**config.mk**
```make
export PLATFORM = sky130hd
export DESIGN_NAME = control_sequencer_flat
export DESIGN_NICKNAME = d
export VERILOG_FILES = /design/src/rtl/control_pkg.sv /design/src/rtl/control_sequencer_if.sv /design/src/rtl/instr_decode.sv /design/src/rtl/control_sequencer.sv /design/src/flat_wrapper.sv
export SDC_FILE = /design/constraint.sdc
export NUM_CORES = 1
export LEC_CHECK = 0
export BUFFER_PORTS_ARGS = -buffer_cell sky130_fd_sc_hd__buf_2
export CAP_MARGIN = 10
export CORE_MARGIN = 3
export CORE_UTILIZATION = 54
export DETAILED_ROUTE_END_ITERATION = 8
export GPL_TIMING_DRIVEN = 0
export PLACE_DENSITY = 0.87
export SKIP_CTS_REPAIR_TIMING = 1
export SLEW_MARGIN = 20
export SYNTH_ARGS = -nofsm -noshare
export SYNTH_HDL_FRONTEND = slang
export SYNTH_SLANG_ARGS = --single-unit
```
**constraint.sdc**
```tcl
create_clock -name clock -period 6.95 [get_ports clock]
set_clock_uncertainty 0.1 [all_clocks]
set_input_delay 1.39 -clock clock [delete_from_list [all_inputs] [get_ports clock]]
set_output_delay 1.39 -clock clock [all_outputs]
set_load 0.02 [all_outputs]
```
**src/rtl/control_pkg.sv**
```systemverilog
// Shared opcode/state encodings and field widths for the control sequencer.
package control_pkg;

    localparam int OPCODE_WIDTH  = 5;
    localparam int ALU_SEL_WIDTH = 4;
    localparam logic [ALU_SEL_WIDTH-1:0] ALU_SEL_MOVI = 4'b1010;

    // R-type is any opcode with the top bit clear; unlisted 1xxxx codes are NOPs
    typedef enum logic [OPCODE_WIDTH-1:0] {
        OP_LOAD  = 5'b10000,
        OP_STORE = 5'b10001,
        OP_MOVI  = 5'b10100,
        OP_JMP   = 5'b11000,
        OP_BZ    = 5'b11001,
        OP_BP    = 5'b11010,
        OP_HALT  = 5'b11111
    } opcode_e;

    typedef enum logic [2:0] {
        ST_FETCH,
        ST_DECODE,
        ST_EXECUTE,
        ST_WRITEBACK,
        ST_HALT
    } state_e;

endpackage

```
**src/rtl/control_sequencer_if.sv**
```systemverilog
// Program-memory handshake, ALU flags and datapath control bundle of the sequencer.
interface control_sequencer_if
    import control_pkg::*;
#(
    parameter int DATA_WIDTH     = 16,
    parameter int REG_ADDR_WIDTH = 3,
    parameter int PC_WIDTH       = 8
);
    logic                      stall;
    logic                      pm_ack;
    logic [DATA_WIDTH-1:0]     PM_data;
    logic                      zero_flag;
    logic                      pos_flag;
    logic                      pm_req;
    logic [PC_WIDTH-1:0]       PC;
    logic [REG_ADDR_WIDTH-1:0] rs_addr;
    logic [REG_ADDR_WIDTH-1:0] rt_addr;
    logic [REG_ADDR_WIDTH-1:0] rd_addr;
    logic [DATA_WIDTH-1:0]     imm_data;
    logic [ALU_SEL_WIDTH-1:0]  alu_sel;
    logic                      imm_sel;
    logic                      mem_sel;
    logic                      rf_write;
    logic                      mem_write;
    logic                      halted;

    modport master (
        input  stall, pm_ack, PM_data, zero_flag, pos_flag,
        output pm_req, PC, rs_addr, rt_addr, rd_addr, imm_data, alu_sel,
               imm_sel, mem_sel, rf_write, mem_write, halted
    );

    modport slave (
        output stall, pm_ack, PM_data, zero_flag, pos_flag,
        input  pm_req, PC, rs_addr, rt_addr, rd_addr, imm_data, alu_sel,
               imm_sel, mem_sel, rf_write, mem_write, halted
    );
endinterface

```
**src/rtl/instr_decode.sv**
```systemverilog
// Combinational instruction decoder: splits the latched instruction into
// register fields, immediates and per-class control bits.
module instr_decode
    import control_pkg::*;
#(
    parameter int DATA_WIDTH     = 16,
    parameter int REG_ADDR_WIDTH = 3,
    parameter int PC_WIDTH       = 8
) (
    input  logic [DATA_WIDTH-1:0]     i_ir,
    output logic [REG_ADDR_WIDTH-1:0] o_rd,
    output logic [REG_ADDR_WIDTH-1:0] o_rs,
    output logic [REG_ADDR_WIDTH-1:0] o_rt,
    output logic [DATA_WIDTH-1:0]     o_imm,
    output logic [PC_WIDTH-1:0]       o_pc_ofs,
    output logic [ALU_SEL_WIDTH-1:0]  o_alu_sel,
    output logic                      o_imm_sel,
    output logic                      o_mem_sel,
    output logic                      o_wr_rf,
    output logic                      o_store,
    output logic                      o_jmp,
    output logic                      o_bz,
    output logic                      o_bp,
    output logic                      o_halt
);
    localparam int IMM_W = DATA_WIDTH - OPCODE_WIDTH - REG_ADDR_WIDTH;

    logic [OPCODE_WIDTH-1:0] w_op;
    logic [IMM_W-1:0]        w_imm;
    logic [DATA_WIDTH-1:0]   w_imm_sext;

    // rs/rt overlap the immediate; which one is meaningful depends on the opcode
    assign w_op  = i_ir[DATA_WIDTH-1 -: OPCODE_WIDTH];
    assign o_rd  = i_ir[DATA_WIDTH-OPCODE_WIDTH-1 -: REG_ADDR_WIDTH];
    assign o_rs  = i_ir[DATA_WIDTH-OPCODE_WIDTH-REG_ADDR_WIDTH-1 -: REG_ADDR_WIDTH];
    assign o_rt  = i_ir[DATA_WIDTH-OPCODE_WIDTH-2*REG_ADDR_WIDTH-1 -: REG_ADDR_WIDTH];
    assign w_imm = i_ir[IMM_W-1:0];

    assign o_imm      = {{(DATA_WIDTH-IMM_W){1'b0}}, w_imm};
    assign w_imm_sext = {{(DATA_WIDTH-IMM_W){w_imm[IMM_W-1]}}, w_imm};
    assign o_pc_ofs   = w_imm_sext[PC_WIDTH-1:0];

    always_comb begin
        o_alu_sel = '0;
        o_imm_sel = 1'b0;
        o_mem_sel = 1'b0;
        o_wr_rf   = 1'b0;
        o_store   = 1'b0;
        o_jmp     = 1'b0;
        o_bz      = 1'b0;
        o_bp      = 1'b0;
        o_halt    = 1'b0;
        if (!w_op[OPCODE_WIDTH-1]) begin
            o_alu_sel = w_op[ALU_SEL_WIDTH-1:0];
            o_wr_rf   = 1'b1;
        end else begin
            case (w_op)
                OP_MOVI: begin
                    o_alu_sel = ALU_SEL_MOVI;
                    o_imm_sel = 1'b1;
                    o_wr_rf   = 1'b1;
                end
                OP_LOAD: begin
                    o_mem_sel = 1'b1;
                    o_wr_rf   = 1'b1;
                end
                OP_STORE: o_store = 1'b1;
                OP_JMP:   o_jmp   = 1'b1;
                OP_BZ:    o_bz    = 1'b1;
                OP_BP:    o_bp    = 1'b1;
                OP_HALT:  o_halt  = 1'b1;
                default:  ;
            endcase
        end
    end
endmodule

```
**src/rtl/control_sequencer.sv**
```systemverilog
// Four-phase instruction sequencer: fetch/decode/execute/writeback FSM with
// PC and IR registers, stall freeze and a terminal HALT state.
//
// state        | meaning
// ST_FETCH     | pm_req high, wait for pm_ack, latch IR
// ST_DECODE    | fields valid from IR; HALT opcode branches to ST_HALT
// ST_EXECUTE   | STORE strobe, branch flags sampled
// ST_WRITEBACK | register-file strobe, PC advanced on exit
// ST_HALT      | terminal until reset
module control_sequencer
    import control_pkg::*;
#(
    parameter int DATA_WIDTH     = 16,
    parameter int REG_ADDR_WIDTH = 3,
    parameter int PC_WIDTH       = 8
) (
    input  logic                clock,
    input  logic                reset,
    control_sequencer_if.master bus
);
    state_e                    r_state, w_state_next;
    logic [PC_WIDTH-1:0]       r_pc, w_pc_next, w_pc_ofs;
    logic [DATA_WIDTH-1:0]     r_ir, w_ir_dec, w_imm;
    logic                      r_taken;
    logic                      w_ir_load, w_pc_update, w_flags_sample;
    logic                      w_pm_req, w_rf_write, w_mem_write;
    logic [REG_ADDR_WIDTH-1:0] w_rd, w_rs, w_rt;
    logic [ALU_SEL_WIDTH-1:0]  w_alu_sel;
    logic                      w_imm_sel, w_mem_sel, w_wr_rf, w_store;
    logic                      w_jmp, w_bz, w_bp, w_halt;

    // Decoding a zero word while reset is high forces every field output to 0
    assign w_ir_dec = reset ? '0 : r_ir;

    instr_decode #(
        .DATA_WIDTH     (DATA_WIDTH),
        .REG_ADDR_WIDTH (REG_ADDR_WIDTH),
        .PC_WIDTH       (PC_WIDTH)
    ) u_decode (
        .i_ir      (w_ir_dec),
        .o_rd      (w_rd),
        .o_rs      (w_rs),
        .o_rt      (w_rt),
        .o_imm     (w_imm),
        .o_pc_ofs  (w_pc_ofs),
        .o_alu_sel (w_alu_sel),
        .o_imm_sel (w_imm_sel),
        .o_mem_sel (w_mem_sel),
        .o_wr_rf   (w_wr_rf),
        .o_store   (w_store),
        .o_jmp     (w_jmp),
        .o_bz      (w_bz),
        .o_bp      (w_bp),
        .o_halt    (w_halt)
    );

    assign w_pc_next = r_taken ? (r_pc + PC_WIDTH'(1) + w_pc_ofs) : (r_pc + PC_WIDTH'(1));

    always_ff @(posedge clock) begin
        if (reset) begin
            r_state <= ST_FETCH;
            r_pc    <= '0;
            r_ir    <= '0;
            r_taken <= 1'b0;
        end else begin
            r_state <= w_state_next;
            if (w_ir_load)
                r_ir <= bus.PM_data;
            if (w_flags_sample)
                r_taken <= w_jmp | (w_bz & bus.zero_flag) | (w_bp & bus.pos_flag);
            if (w_pc_update)
                r_pc <= w_pc_next;
        end
    end

    // A stalled cycle advances nothing and emits no strobe; the strobe
    // reappears once stall drops because the state was held.
    always_comb begin
        w_state_next   = r_state;
        w_ir_load      = 1'b0;
        w_pc_update    = 1'b0;
        w_flags_sample = 1'b0;
        w_pm_req       = 1'b0;
        w_rf_write     = 1'b0;
        w_mem_write    = 1'b0;
        if (!bus.stall) begin
            case (r_state)
                ST_FETCH: begin
                    w_pm_req = 1'b1;
                    if (bus.pm_ack) begin
                        w_ir_load    = 1'b1;
                        w_state_next = ST_DECODE;
                    end
                end
                ST_DECODE:
                    w_state_next = w_halt ? ST_HALT : ST_EXECUTE;
                ST_EXECUTE: begin
                    w_mem_write    = w_store;
                    w_flags_sample = 1'b1;
                    w_state_next   = ST_WRITEBACK;
                end
                ST_WRITEBACK: begin
                    w_rf_write   = w_wr_rf;
                    w_pc_update  = 1'b1;
                    w_state_next = ST_FETCH;
                end
                default: ;
            endcase
        end
    end

    assign bus.pm_req    = w_pm_req & ~reset;
    assign bus.rf_write  = w_rf_write & ~reset;
    assign bus.mem_write = w_mem_write & ~reset;
    assign bus.halted    = (r_state == ST_HALT) & ~reset;
    assign bus.PC        = reset ? '0 : r_pc;
    assign bus.rd_addr   = w_rd;
    assign bus.rs_addr   = w_rs;
    assign bus.rt_addr   = w_rt;
    assign bus.imm_data  = w_imm;
    assign bus.alu_sel   = w_alu_sel;
    assign bus.imm_sel   = w_imm_sel;
    assign bus.mem_sel   = w_mem_sel;
endmodule
```
**src/flat_wrapper.sv**
```systemverilog
// flat-port wrapper written by rule: the top's interface ports become plain ports
module control_sequencer_flat import control_pkg::*;
#(
    parameter int DATA_WIDTH     = 16,
    parameter int REG_ADDR_WIDTH = 3,
    parameter int PC_WIDTH       = 8
)
  (clock, reset, bus_stall, bus_pm_ack, bus_PM_data, bus_zero_flag, bus_pos_flag, bus_pm_req, bus_PC, bus_rs_addr, bus_rt_addr, bus_rd_addr, bus_imm_data, bus_alu_sel, bus_imm_sel, bus_mem_sel, bus_rf_write, bus_mem_write, bus_halted);
  control_sequencer_if #(.DATA_WIDTH(DATA_WIDTH), .REG_ADDR_WIDTH(REG_ADDR_WIDTH), .PC_WIDTH(PC_WIDTH)) bus_i ();
  input  logic clock;
  input  logic reset;
  input wire logic [$bits(bus_i.stall)-1:0] bus_stall;
  input wire logic [$bits(bus_i.pm_ack)-1:0] bus_pm_ack;
  input wire logic [$bits(bus_i.PM_data)-1:0] bus_PM_data;
  input wire logic [$bits(bus_i.zero_flag)-1:0] bus_zero_flag;
  input wire logic [$bits(bus_i.pos_flag)-1:0] bus_pos_flag;
  output wire logic [$bits(bus_i.pm_req)-1:0] bus_pm_req;
  output wire logic [$bits(bus_i.PC)-1:0] bus_PC;
  output wire logic [$bits(bus_i.rs_addr)-1:0] bus_rs_addr;
  output wire logic [$bits(bus_i.rt_addr)-1:0] bus_rt_addr;
  output wire logic [$bits(bus_i.rd_addr)-1:0] bus_rd_addr;
  output wire logic [$bits(bus_i.imm_data)-1:0] bus_imm_data;
  output wire logic [$bits(bus_i.alu_sel)-1:0] bus_alu_sel;
  output wire logic [$bits(bus_i.imm_sel)-1:0] bus_imm_sel;
  output wire logic [$bits(bus_i.mem_sel)-1:0] bus_mem_sel;
  output wire logic [$bits(bus_i.rf_write)-1:0] bus_rf_write;
  output wire logic [$bits(bus_i.mem_write)-1:0] bus_mem_write;
  output wire logic [$bits(bus_i.halted)-1:0] bus_halted;
  assign bus_i.stall = bus_stall;
  assign bus_i.pm_ack = bus_pm_ack;
  assign bus_i.PM_data = bus_PM_data;
  assign bus_i.zero_flag = bus_zero_flag;
  assign bus_i.pos_flag = bus_pos_flag;
  assign bus_pm_req = bus_i.pm_req;
  assign bus_PC = bus_i.PC;
  assign bus_rs_addr = bus_i.rs_addr;
  assign bus_rt_addr = bus_i.rt_addr;
  assign bus_rd_addr = bus_i.rd_addr;
  assign bus_imm_data = bus_i.imm_data;
  assign bus_alu_sel = bus_i.alu_sel;
  assign bus_imm_sel = bus_i.imm_sel;
  assign bus_mem_sel = bus_i.mem_sel;
  assign bus_rf_write = bus_i.rf_write;
  assign bus_mem_write = bus_i.mem_write;
  assign bus_halted = bus_i.halted;
  control_sequencer #(.DATA_WIDTH(DATA_WIDTH), .REG_ADDR_WIDTH(REG_ADDR_WIDTH), .PC_WIDTH(PC_WIDTH)) u_core (.clock(clock), .reset(reset), .bus(bus_i));
endmodule
```
==> impl_metrics.xml, run 1 <==
<?xml version="1.0" encoding="UTF-8"?>
<metrics>
  <group name="cts">
    <metric name="cts_made_buffers" unit="">3</metric>
    <metric name="htree_levels" unit="">1</metric>
    <metric name="cts_sinks" unit="">28</metric>
    <metric name="cts.reportedPaths.clkPinSlew" unit="ns">0.15</metric>
    <metric name="tritoncts_clock_tree" unit="">built</metric>
    <metric name="worst_skew_pair.late_latency" unit="ns">0.33</metric>
    <metric name="clk_root_buffer_cell" unit="">sky130_fd_sc_hd__clkbuf_4</metric>
    <metric name="cts-root-to-sink-buffers" unit="">2</metric>
  </group>
  <group name="synth">
    <metric name="synth_fa_ha_area_frac" unit="">0.0682</metric>
    <metric name="cells_after_synth" unit="">259</metric>
    <metric name="synth_largest_area_cell" unit="">sky130_fd_sc_hd__dfxtp_1</metric>
    <metric name="synth.distinct_cells" unit="">45</metric>
    <metric name="yosys.area_share.simple" unit="">0.311</metric>
    <metric name="yosysWarningCount" unit="">0</metric>
    <metric name="synth-seq-area-share" unit="">0.288</metric>
    <metric name="synth.top_cells.by_count" unit="">44 x sky130_fd_sc_hd__nand2_1, 30 x sky130_fd_sc_hd__a21oi_1, 28 x sky130_fd_sc_hd__dfxtp_1</metric>
    <metric name="mappedNetlistArea" unit="sq um">1950</metric>
    <metric name="synth.top_cells.by_area" unit="">sky130_fd_sc_hd__dfxtp_1 29%, sky130_fd_sc_hd__nand2_1 8.5%, sky130_fd_sc_hd__a21oi_1 7.7%, sky130_fd_sc_hd__ha_1 5.8%, sky130_fd_sc_hd__nor2b_1 5.5%</metric>
    <metric name="synth-main-ff-cell" unit="">sky130_fd_sc_hd__dfxtp_1</metric>
    <metric name="syn_avg_cell_area" unit="sq um">7.51</metric>
    <metric name="main_combinational_cell_family_by_area_after_synthesis" unit="">simple AND/OR/NAND/NOR gates</metric>
    <metric name="post_synth_xor_area_fraction" unit="">0.0405</metric>
    <metric name="compound_cell_area_share_of_the_yosys_netlist" unit="">0.185</metric>
    <metric name="ys_seq_elements" unit="">28</metric>
    <metric name="synthMuxAreaShare" unit="">0.0103</metric>
    <metric name="post-synth-top-count-cell" unit="">sky130_fd_sc_hd__nand2_1</metric>
    <metric name="asyncSetResetFlopFracSynth" unit="">0</metric>
    <metric name="synth_edf_count" unit="">0</metric>
    <metric name="post-synth-top-area-fraction" unit="">0.288</metric>
  </group>
  <group name="critical_path">
    <metric name="critical_path.slowest_cell" unit="">sky130_fd_sc_hd__clkbuf_1</metric>
    <metric name="crit_chain" unit="">buf_2, clkbuf_1, clkbuf_1, buf_1, nor2_1, buf_2</metric>
    <metric name="critical_path_peak_fanout" unit="">10</metric>
    <metric name="path_class" unit="">input port to output pin</metric>
    <metric name="critPathLaunchType" unit="">input port</metric>
    <metric name="critical_path_arrival" unit="ns">2.94</metric>
    <metric name="crit_path_max_incr_delay" unit="ns">0.44</metric>
    <metric name="register_to_register_path_setup_slack" unit="ns">4.28</metric>
    <metric name="worst_setup_path_end_kind" unit="">output pin</metric>
    <metric name="worst_endpoint_required_time" unit="ns">5.46</metric>
  </group>
  <group name="sta">
    <metric name="fin_crit_sh" unit="">0.637</metric>
    <metric name="finalMaxSlewViolations" unit="">0</metric>
    <metric name="fin_setup_tns" unit="ns">0</metric>
    <metric name="transition_time_of_the_tightest_slew_check_pin" unit="ns">0.602</metric>
    <metric name="report.final.setup_viol" unit="">0</metric>
    <metric name="max-slew-margin-rel" unit="">0.599</metric>
    <metric name="finalHoldViolCount" unit="">0</metric>
    <metric name="max_freq" unit="GHz">0.226</metric>
    <metric name="final.min_clock_period" unit="ns">4.43</metric>
    <metric name="grt_setup_unrepaired" unit="">no</metric>
  </group>
  <group name="global_route">
    <metric name="grt_remaining_overflow" unit="">0</metric>
    <metric name="grt_pass1_vias" unit="">1837</metric>
    <metric name="grt_max_degree" unit="">16</metric>
    <metric name="grt_first_pass_wirelength" unit="mm">7.99</metric>
    <metric name="number_of_antenna_violations_at_the_first_check_in_global_routing" unit="">0</metric>
    <metric name="global_route.usage.total" unit="">0.231</metric>
  </group>
  <group name="drt">
    <metric name="detail_route.wirelength" unit="mm">4.76</metric>
    <metric name="dr_wl_met3" unit="um">241</metric>
    <metric name="detailroute.via_count" unit="">1938</metric>
    <metric name="post-route-drc-count" unit="">0</metric>
    <metric name="route.top_layer_used" unit="">met4</metric>
    <metric name="wl_per_cell" unit="um">12.8</metric>
    <metric name="drtPass1Iterations" unit="">4</metric>
    <metric name="drt-vias-per-instance" unit="">5.21</metric>
    <metric name="wirelength_met1" unit="mm">2.13</metric>
    <metric name="wl_met2" unit="mm">2.36</metric>
    <metric name="first_iter_violations" unit="">62</metric>
    <metric name="drt.antenna.violating_nets" unit="">0</metric>
  </group>
  <group name="placed_design">
    <metric name="hpwlAfterDp" unit="mm">3.71</metric>
    <metric name="placement.io_buffers" unit="">56</metric>
    <metric name="globalplace.congestion" unit="">0.874</metric>
    <metric name="dp_cell_count" unit="">368</metric>
  </group>
  <group name="pwr">
    <metric name="clock_power_share" unit="">0.258</metric>
    <metric name="share_comb_of_total_power" unit="">0.190</metric>
    <metric name="sequentialPowerShare" unit="">0.552</metric>
    <metric name="vdd_ir_drop_max" unit="V">0.0000934</metric>
    <metric name="power_leakage" unit="nW">1.10</metric>
    <metric name="p_per_area" unit="nW/um^2">133</metric>
    <metric name="switching_share" unit="">0.286</metric>
    <metric name="cellInternalPower" unit="uW">223</metric>
    <metric name="netSwitchingPower" unit="uW">89.3</metric>
  </group>
  <group name="outcome">
    <metric name="outcome" unit="">finished, final reports clean</metric>
  </group>
  <group name="hold_path">
    <metric name="path_category_of_the_worst_min_delay_check" unit="">flip-flop to flip-flop</metric>
  </group>
  <group name="floorplanning">
    <metric name="die_height" unit="um">66.0</metric>
    <metric name="ios" unit="">65</metric>
    <metric name="coreArea" unit="sq um">3420</metric>
    <metric name="floorplan.initialDensity" unit="">0.570</metric>
    <metric name="die_x" unit="um">66.0</metric>
    <metric name="die_area" unit="sq um">4360</metric>
    <metric name="placementRows" unit="">21</metric>
  </group>
  <group name="layout">
    <metric name="filler_cells_inserted" unit="">300</metric>
    <metric name="layout.cells.non_filler" unit="">372</metric>
    <metric name="utilization" unit="">0.687</metric>
    <metric name="antennaDiodeCount" unit="">0</metric>
    <metric name="syn2layout_area_growth" unit="%">20.6</metric>
    <metric name="finalNetCount" unit="">359</metric>
    <metric name="final_layout_size_suffix_gt1_frac" unit="">0.255</metric>
  </group>
  <group name="run">
    <metric name="max_capacitance_violation_count" unit="">0</metric>
  </group>
</metrics>
flip-flops by register name (all words and copies together), names as in the netlist:
name,cells
u_core.r_taken,1
u_core.r_pc,8
u_core.r_ir,16
u_core.r_state,3
worst paths after layout:
kind	start	end	depth (start not counted)
setup / recovery	reset	bus_PC[0]	6
hold / removal	u_core.r_ir[1]	u_core.r_ir[1]	2
setup reg to reg	u_core.r_pc[0]	u_core.r_pc[7]	9
hold reg to reg	u_core.r_ir[1]	u_core.r_ir[1]	2
power groups by stage:
stage,sequential [mW],clock (mW),combinational (mW)
2_1_floorplan,0.174,0,0.0417
3_3_place_gp,0.175,0,0.0577
3_5_place_dp,0.176,0,0.0590
4_1_cts,0.172,0.0818,0.0593
5_1_grt,0.173,0.0892,0.0665
6_report,0.172,0.0805,0.0593
layer usage:
metal	vias to the layer above	GRT usage
met3	4	0.0357
met1	870	0.285
met5	-	0
met2	51	0.418
li1	1013	-
met4	0	0.0533
kinds of logic (layout without fill, tap and decap cells):
kind of cell | count (synthesis) | in the layout
AO/OA/AOI/OAI | 58 | 58
XOR/XNOR | 9 | 9
adder cells (fa/ha/maj) | 10 | 10
buffers and inverters | 34 | 94
flip-flops | 28 | 28
multiplexers | 2 | 2
other | 1 | 8
AND/OR/NAND/NOR | 117 | 117
metrics by stage:
| step | hold WS (ns) | total power, mW | area [sq um] | setup slack, ns |
|---|---|---|---|---|
| 6_report | 0.360 | 0.312 | 2350 | 2.52 |
| 5_1_grt | 0.375 | 0.329 | 2350 | 2.33 |
| 4_1_cts | 0.362 | 0.313 | 2350 | 2.48 |
| 3_5_place_dp | 0.342 | 0.235 | 2310 | 2.51 |
| 3_3_place_gp | 0.337 | 0.233 | 2310 | 2.50 |
| 2_1_floorplan | 0.332 | 0.216 | 1970 | 2.67 |
critical path: cells and delay by family:
family | cells | cell delay [ns]
AND/OR/NAND/NOR | 1 | 0.07
buffers and inverters | 5 | 1.47
cells in the final DEF, fill, tap and decap left out, drive strengths merged, types with 2 or more instances in the layout:
cell | Yosys | final
o21ai | 5 | 5
nand3b | 3 | 3
xor2 | 4 | 4
nor4 | 2 | 2
a221oi | 2 | 2
a21oi | 30 | 30
buf | 20 | 76
and2 | 2 | 2
nand2b | 3 | 3
nor3 | 7 | 7
nand2 | 44 | 44
nor4b | 3 | 3
a211oi | 5 | 5
ha | 9 | 9
a21o | 4 | 4
or4 | 2 | 2
dfxtp | 28 | 28
nand3 | 6 | 6
o211ai | 3 | 3
nor2b | 17 | 17
inv | 5 | 5
nor2 | 18 | 18
clkbuf | 9 | 13
conb | 1 | 8
nor3b | 4 | 4
xnor2 | 5 | 5
o31a | 2 | 2
mux2i | 2 | 2
layout make-up:
cell class                      count  area, sq um  share of cell area
Multi-Input combinational cell    204         1230               0.523
Sequential cell                    28          561               0.239
Timing Repair Buffer               56          280               0.119
Buffer                             29          166              0.0709
Tap cell                           46         57.6              0.0245
Clock buffer                        4         36.3              0.0155
Inverter                            5         18.8             0.00800
No activity file was read; power rests on OpenSTA's default activity.
==> run 2, diff against run 1 <==
CORE_UTILIZATION = 51   (was 54)
PLACE_DENSITY = 0.83   (was 0.87)
clock period = 4.4 ns   (was 6.95 ns; I/O delays follow)
==> impl_metrics.xml, run 2 (synthesis results as in run 1) <==
<?xml version="1.0" encoding="UTF-8"?>
<metrics>
  <group name="pwr">
    <metric name="p_per_area" unit="nW/um^2">224</metric>
    <metric name="vdd_ir_drop_max" unit="V">0.000165</metric>
    <metric name="power_leakage" unit="nW">1.10</metric>
    <metric name="power.total" unit="uW">531</metric>
  </group>
  <group name="placed_design">
    <metric name="placement.io_buffers" unit="">56</metric>
    <metric name="hpwlAfterDp" unit="mm">3.73</metric>
    <metric name="globalplace.congestion" unit="">0.821</metric>
    <metric name="preCtsSetupSlack" unit="ns">0.659</metric>
  </group>
  <group name="global_route">
    <metric name="global_route.usage.total" unit="">0.227</metric>
    <metric name="grt_first_pass_wirelength" unit="mm">8.11</metric>
    <metric name="grt_remaining_overflow" unit="">0</metric>
    <metric name="number_of_antenna_violations_at_the_first_check_in_global_routing" unit="">0</metric>
    <metric name="grt_pass1_vias" unit="">1907</metric>
    <metric name="grt_max_degree" unit="">16</metric>
  </group>
  <group name="layout">
    <metric name="final_layout_size_suffix_gt1_frac" unit="">0.255</metric>
    <metric name="seq_area" unit="sq um">561</metric>
    <metric name="max_flop_register" unit="">u_core.r_ir</metric>
    <metric name="layout_common_cells" unit="">60 x sky130_fd_sc_hd__buf_2, 44 x sky130_fd_sc_hd__nand2_1, 30 x sky130_fd_sc_hd__a21oi_1</metric>
    <metric name="layout_top_registers" unit="">u_core.r_ir (16), u_core.r_pc (8), u_core.r_state (3)</metric>
    <metric name="finalNetCount" unit="">359</metric>
    <metric name="syn2layout_area_growth" unit="%">21.5</metric>
    <metric name="multiInputGateArea" unit="sq um">1230</metric>
    <metric name="filler_cells_inserted" unit="">322</metric>
    <metric name="utilization" unit="">0.677</metric>
    <metric name="mostFrequentLayoutCell" unit="">sky130_fd_sc_hd__buf_2</metric>
    <metric name="largest_register_ffs" unit="">16</metric>
    <metric name="antennaDiodeCount" unit="">0</metric>
  </group>
  <group name="sta">
    <metric name="max-slew-margin-rel" unit="">0.612</metric>
    <metric name="finalWorstSetupSlack" unit="ns">0.895</metric>
    <metric name="grt_setup_unrepaired" unit="">no</metric>
    <metric name="report.final.setup_viol" unit="">0</metric>
    <metric name="max_freq" unit="GHz">0.285</metric>
    <metric name="fin_crit_sh" unit="">0.797</metric>
    <metric name="transition_time_of_the_tightest_slew_check_pin" unit="ns">0.582</metric>
    <metric name="finalMaxSlewViolations" unit="">0</metric>
    <metric name="finalHoldViolCount" unit="">0</metric>
    <metric name="fin_setup_tns" unit="ns">0</metric>
    <metric name="final.min_clock_period" unit="ns">3.51</metric>
  </group>
  <group name="drt">
    <metric name="drtPass1Iterations" unit="">4</metric>
    <metric name="first_iter_violations" unit="">129</metric>
    <metric name="post-route-drc-count" unit="">0</metric>
    <metric name="drt-vias-per-instance" unit="">5.36</metric>
    <metric name="wl_per_cell" unit="um">13.1</metric>
    <metric name="drt.antenna.violating_nets" unit="">0</metric>
    <metric name="detailroute.via_count" unit="">1994</metric>
    <metric name="detail_route.wirelength" unit="mm">4.87</metric>
  </group>
  <group name="critical_path">
    <metric name="r2r.worst_path.cells" unit="">9</metric>
    <metric name="reg2reg_from" unit="">u_core.r_pc[1]</metric>
    <metric name="critPathLaunchType" unit="">input port</metric>
    <metric name="worst_endpoint_required_time" unit="ns">4.49</metric>
    <metric name="path_class" unit="">input port to flip-flop</metric>
    <metric name="critical_path_peak_fanout" unit="">10</metric>
    <metric name="register_to_register_path_setup_slack" unit="ns">1.72</metric>
    <metric name="worst_setup_path_end_kind" unit="">flip-flop</metric>
    <metric name="cp-endpoint" unit="">u_core.r_pc[6]</metric>
    <metric name="regToRegEndpoint" unit="">u_core.r_pc[7]</metric>
    <metric name="critical_path_arrival" unit="ns">3.60</metric>
    <metric name="worstSetupStartpoint" unit="">reset</metric>
  </group>
  <group name="floorplanning">
    <metric name="die_height" unit="um">67.8</metric>
    <metric name="die_x" unit="um">67.8</metric>
    <metric name="coreArea" unit="sq um">3490</metric>
    <metric name="die_area" unit="sq um">4590</metric>
    <metric name="placementRows" unit="">21</metric>
    <metric name="floorplan.initialDensity" unit="">0.557</metric>
    <metric name="ios" unit="">65</metric>
  </group>
  <group name="cts">
    <metric name="cts_sinks" unit="">28</metric>
    <metric name="cts-root-to-sink-buffers" unit="">2</metric>
    <metric name="tritoncts_clock_tree" unit="">built</metric>
    <metric name="worst_skew_pair.late_latency" unit="ns">0.28</metric>
    <metric name="htree_levels" unit="">1</metric>
    <metric name="clk_root_buffer_cell" unit="">sky130_fd_sc_hd__clkbuf_8</metric>
    <metric name="cts_made_buffers" unit="">3</metric>
    <metric name="cts.reportedPaths.clkPinSlew" unit="ns">0.10</metric>
  </group>
  <group name="hold_path">
    <metric name="path_category_of_the_worst_min_delay_check" unit="">flip-flop to flip-flop</metric>
  </group>
  <group name="run">
    <metric name="max_capacitance_violation_count" unit="">0</metric>
  </group>
  <group name="outcome">
    <metric name="outcome" unit="">finished, final reports clean</metric>
  </group>
</metrics>
## run 2: changes by cell type in the layout (fill, tap and decap cells not counted)
cell                       delta
sky130_fd_sc_hd__clkbuf_8     +3
sky130_fd_sc_hd__clkbuf_4     -3
## run 2: per-layer routing
metal	vias to the layer above	wire length, um	GRT usage
met3	9	286	0.0366
met5	-	0	0
li1	1012	-	-
met2	64	2290	0.400
met1	909	2230	0.285
met4	0	63	0.0582
## run 2: how the worst min path moves through the flow
stage                        start              to  slack, ns  cells after the start
floorplan           u_core.r_ir[0]  u_core.r_ir[0]       0.33                      2
global placement    u_core.r_ir[0]  u_core.r_ir[0]       0.34                      2
detailed placement  u_core.r_ir[8]  u_core.r_ir[8]       0.34                      2
CTS                 u_core.r_ir[8]  u_core.r_ir[8]       0.36                      2
global route        u_core.r_ir[2]  u_core.r_ir[2]       0.38                      2
finish              u_core.r_ir[8]  u_core.r_ir[8]       0.36                      2
## run 2: critical path: stages
cell	delay [ns]
sky130_fd_sc_hd__buf_2	0.12
sky130_fd_sc_hd__clkbuf_1	0.34
sky130_fd_sc_hd__clkbuf_1	0.51
sky130_fd_sc_hd__nor2b_1	0.15
sky130_fd_sc_hd__ha_1	0.24
sky130_fd_sc_hd__fa_1	0.41
sky130_fd_sc_hd__a21o_1	0.22
sky130_fd_sc_hd__nand3_1	0.10
sky130_fd_sc_hd__nor3b_1	0.21
sky130_fd_sc_hd__o31ai_1	0.12
sky130_fd_sc_hd__a221oi_1	0.29
## run 2: layout make-up
class | count | share of cell area
multi-input combinational | 204 | 0.519
clock buffer | 4 | 0.0233
tap | 46 | 0.0243
buffer | 29 | 0.0704
timing repair buffer | 56 | 0.119
sequential | 28 | 0.237
inverter | 5 | 0.00794
## run 2: per-stage QoR
stage | area, sq um | hold WS [ns] | instances
6_report | 2360 | 0.357 | 372
5_1_grt | 2360 | 0.377 | 372
4_1_cts | 2360 | 0.356 | 372
3_5_place_dp | 2310 | 0.342 | 368
2_1_floorplan | 1970 | 0.332 | 266
3_3_place_gp | 2310 | 0.337 | 368
## run 2: power breakdown
group | switching [mW] | internal, mW
registers | 0.00868 | 0.263
logic | 0.0555 | 0.0378
clock network | 0.0856 | 0.0803
==> run 3, diff against run 2 <==
clock period = 3.5 ns   (was 4.4 ns; I/O delays follow)
==> impl_metrics.xml, run 3 (synthesis results as in run 1) <==
<?xml version="1.0" encoding="UTF-8"?>
<metrics>
  <group name="sta">
    <metric name="max_freq" unit="GHz">0.322</metric>
    <metric name="final.min_clock_period" unit="ns">3.11</metric>
    <metric name="finalMaxSlewViolations" unit="">0</metric>
    <metric name="finalWorstSetupSlack" unit="ns">0.393</metric>
    <metric name="max-slew-margin-rel" unit="">0.637</metric>
    <metric name="grt_setup_unrepaired" unit="">no</metric>
    <metric name="fin_crit_sh" unit="">0.888</metric>
    <metric name="finalHoldViolCount" unit="">0</metric>
    <metric name="hold_slack" unit="ns">0.357</metric>
    <metric name="transition_time_of_the_tightest_slew_check_pin" unit="ns">0.541</metric>
    <metric name="report.final.setup_viol" unit="">0</metric>
  </group>
  <group name="drt">
    <metric name="first_iter_violations" unit="">127</metric>
    <metric name="post-route-drc-count" unit="">0</metric>
    <metric name="detailroute.via_count" unit="">1990</metric>
    <metric name="detail_route.wirelength" unit="mm">4.83</metric>
    <metric name="wl_per_cell" unit="um">13.0</metric>
    <metric name="drtPass1Iterations" unit="">4</metric>
    <metric name="drt-vias-per-instance" unit="">5.35</metric>
    <metric name="drt.antenna.violating_nets" unit="">0</metric>
  </group>
  <group name="hold_path">
    <metric name="worstHoldEndpoint" unit="">u_core.r_ir[8]</metric>
    <metric name="path_category_of_the_worst_min_delay_check" unit="">flip-flop to flip-flop</metric>
    <metric name="timing.hold.worst.start" unit="">u_core.r_ir[8]</metric>
    <metric name="worstHoldPathCells" unit="">2</metric>
  </group>
  <group name="cts">
    <metric name="cts_sinks" unit="">28</metric>
    <metric name="clk_root_buffer_cell" unit="">sky130_fd_sc_hd__clkbuf_8</metric>
    <metric name="cts_made_buffers" unit="">3</metric>
    <metric name="htree_levels" unit="">1</metric>
    <metric name="cts-root-to-sink-buffers" unit="">2</metric>
    <metric name="worst_skew_pair.late_latency" unit="ns">0.28</metric>
    <metric name="tritoncts_clock_tree" unit="">built</metric>
    <metric name="cts.reportedPaths.clkPinSlew" unit="ns">0.10</metric>
  </group>
  <group name="critical_path">
    <metric name="worst_setup_path_end_kind" unit="">flip-flop</metric>
    <metric name="critical_path_peak_fanout" unit="">10</metric>
    <metric name="crit_path_max_incr_delay" unit="ns">0.41</metric>
    <metric name="critical_path.slowest_cell" unit="">sky130_fd_sc_hd__fa_1</metric>
    <metric name="regToRegEndpoint" unit="">u_core.r_pc[7]</metric>
    <metric name="r2r.worst_path.cells" unit="">9</metric>
    <metric name="reg2reg_from" unit="">u_core.r_pc[1]</metric>
    <metric name="worst_endpoint_required_time" unit="ns">3.59</metric>
    <metric name="register_to_register_path_setup_slack" unit="ns">0.83</metric>
    <metric name="path_class" unit="">input port to flip-flop</metric>
    <metric name="critPathLaunchType" unit="">input port</metric>
    <metric name="critical_path_arrival" unit="ns">3.20</metric>
    <metric name="crit_chain" unit="">buf_2, clkbuf_1, clkbuf_2, nor2b_1, ha_1, fa_1, a21o_1, nand3_1, nor3b_1, o31ai_1, a221oi_1</metric>
  </group>
  <group name="layout">
    <metric name="syn2layout_area_growth" unit="%">21.7</metric>
    <metric name="layout_common_cells" unit="">60 x sky130_fd_sc_hd__buf_2, 44 x sky130_fd_sc_hd__nand2_1, 30 x sky130_fd_sc_hd__a21oi_1</metric>
    <metric name="layout_top_registers" unit="">u_core.r_ir (16), u_core.r_pc (8), u_core.r_state (3)</metric>
    <metric name="utilization" unit="">0.677</metric>
    <metric name="largest_register_ffs" unit="">16</metric>
    <metric name="finalNetCount" unit="">359</metric>
    <metric name="final_layout_size_suffix_gt1_frac" unit="">0.261</metric>
    <metric name="max_flop_register" unit="">u_core.r_ir</metric>
    <metric name="antennaDiodeCount" unit="">0</metric>
    <metric name="mostFrequentLayoutCell" unit="">sky130_fd_sc_hd__buf_2</metric>
  </group>
  <group name="floorplanning">
    <metric name="placementRows" unit="">21</metric>
    <metric name="floorplan.initialDensity" unit="">0.557</metric>
    <metric name="ios" unit="">65</metric>
    <metric name="die_x" unit="um">67.8</metric>
    <metric name="coreArea" unit="sq um">3490</metric>
    <metric name="die_area" unit="sq um">4590</metric>
    <metric name="die_height" unit="um">67.8</metric>
  </group>
  <group name="global_route">
    <metric name="global_route.usage.total" unit="">0.227</metric>
    <metric name="number_of_antenna_violations_at_the_first_check_in_global_routing" unit="">0</metric>
    <metric name="grt_pass1_vias" unit="">1907</metric>
    <metric name="grt_max_degree" unit="">16</metric>
    <metric name="grt_first_pass_wirelength" unit="mm">8.11</metric>
    <metric name="grt_remaining_overflow" unit="">0</metric>
  </group>
  <group name="pwr">
    <metric name="vdd_ir_drop_max" unit="V">0.000207</metric>
    <metric name="power_leakage" unit="nW">1.11</metric>
    <metric name="clock_power_share" unit="">0.313</metric>
    <metric name="sequentialPowerShare" unit="">0.511</metric>
    <metric name="netSwitchingPower" unit="uW">189</metric>
    <metric name="share_comb_of_total_power" unit="">0.176</metric>
    <metric name="power.total" unit="uW">668</metric>
    <metric name="switching_share" unit="">0.282</metric>
    <metric name="p_per_area" unit="nW/um^2">282</metric>
    <metric name="cellInternalPower" unit="uW">479</metric>
  </group>
  <group name="run">
    <metric name="max_capacitance_violation_count" unit="">0</metric>
  </group>
  <group name="placed_design">
    <metric name="globalplace.congestion" unit="">0.821</metric>
    <metric name="placement.io_buffers" unit="">56</metric>
    <metric name="preCtsSetupSlack" unit="ns">-0.0615</metric>
    <metric name="hpwlAfterDp" unit="mm">3.73</metric>
  </group>
  <group name="outcome">
    <metric name="outcome" unit="">finished, final reports clean</metric>
  </group>
</metrics>
-- run 3: cell types whose count changed in the layout (fill, tap and decap cells not counted) --
cell and delta:
sky130_fd_sc_hd__clkbuf_1 -2, sky130_fd_sc_hd__clkbuf_2 +2
-- run 3: routing by layer --
metal | global-route usage | up-vias | part of all wire
li1 | - | 1013 | -
met1 | 0.285 | 902 | 0.45
met2 | 0.400 | 66 | 0.47
met3 | 0.0366 | 9 | 0.062
met4 | 0.0582 | 0 | 0.013
met5 | 0 | - | 0
-- run 3: worst max-delay path by stage --
stage	start	endpoint	slack (ns)	cells past startpoint
after floorplan	reset	u_core.r_pc[6]	0.46	10
after global placement	reset	u_core.r_pc[6]	-0.003	11
after detailed placement	reset	u_core.r_pc[6]	-0.06	11
after CTS	reset	u_core.r_pc[6]	0.21	11
after global routing	reset	u_core.r_pc[7]	0.17	10
final	reset	u_core.r_pc[6]	0.39	11
-- run 3: worst max-delay path: cells and delay by family --
family | cells | cell delay, ns
buf+inv | 3 | 0.81
compound gates | 3 | 0.63
fa+ha+maj | 2 | 0.63
simple gates | 3 | 0.42
-- run 3: final cells by class --
class,instances,area (sq um)
timing repair buffer,56,280
buffer,29,169
fill,321,1130
multi-input combinational,204,1230
tap,46,57.6
inverter,5,18.8
sequential,28,561
clock buffer,4,55.1
-- run 3: power by group through the flow --
stage	registers [mW]	logic (mW)	clock network, mW
after detailed placement	0.349	0.117	0
final	0.341	0.117	0.209
after global routing	0.343	0.131	0.221
after floorplan	0.346	0.0829	0
after CTS	0.341	0.117	0.209
after global placement	0.348	0.115	0
-- run 3: through the flow --
step / std cells / instance area (sq um) / setup TNS [ns]
2_1_floorplan: 266 / 1970 / 0
3_3_place_gp: 368 / 2310 / -0.00289
3_5_place_dp: 368 / 2310 / -0.121
4_1_cts: 372 / 2360 / 0
5_1_grt: 372 / 2370 / 0
6_report: 372 / 2370 / 0
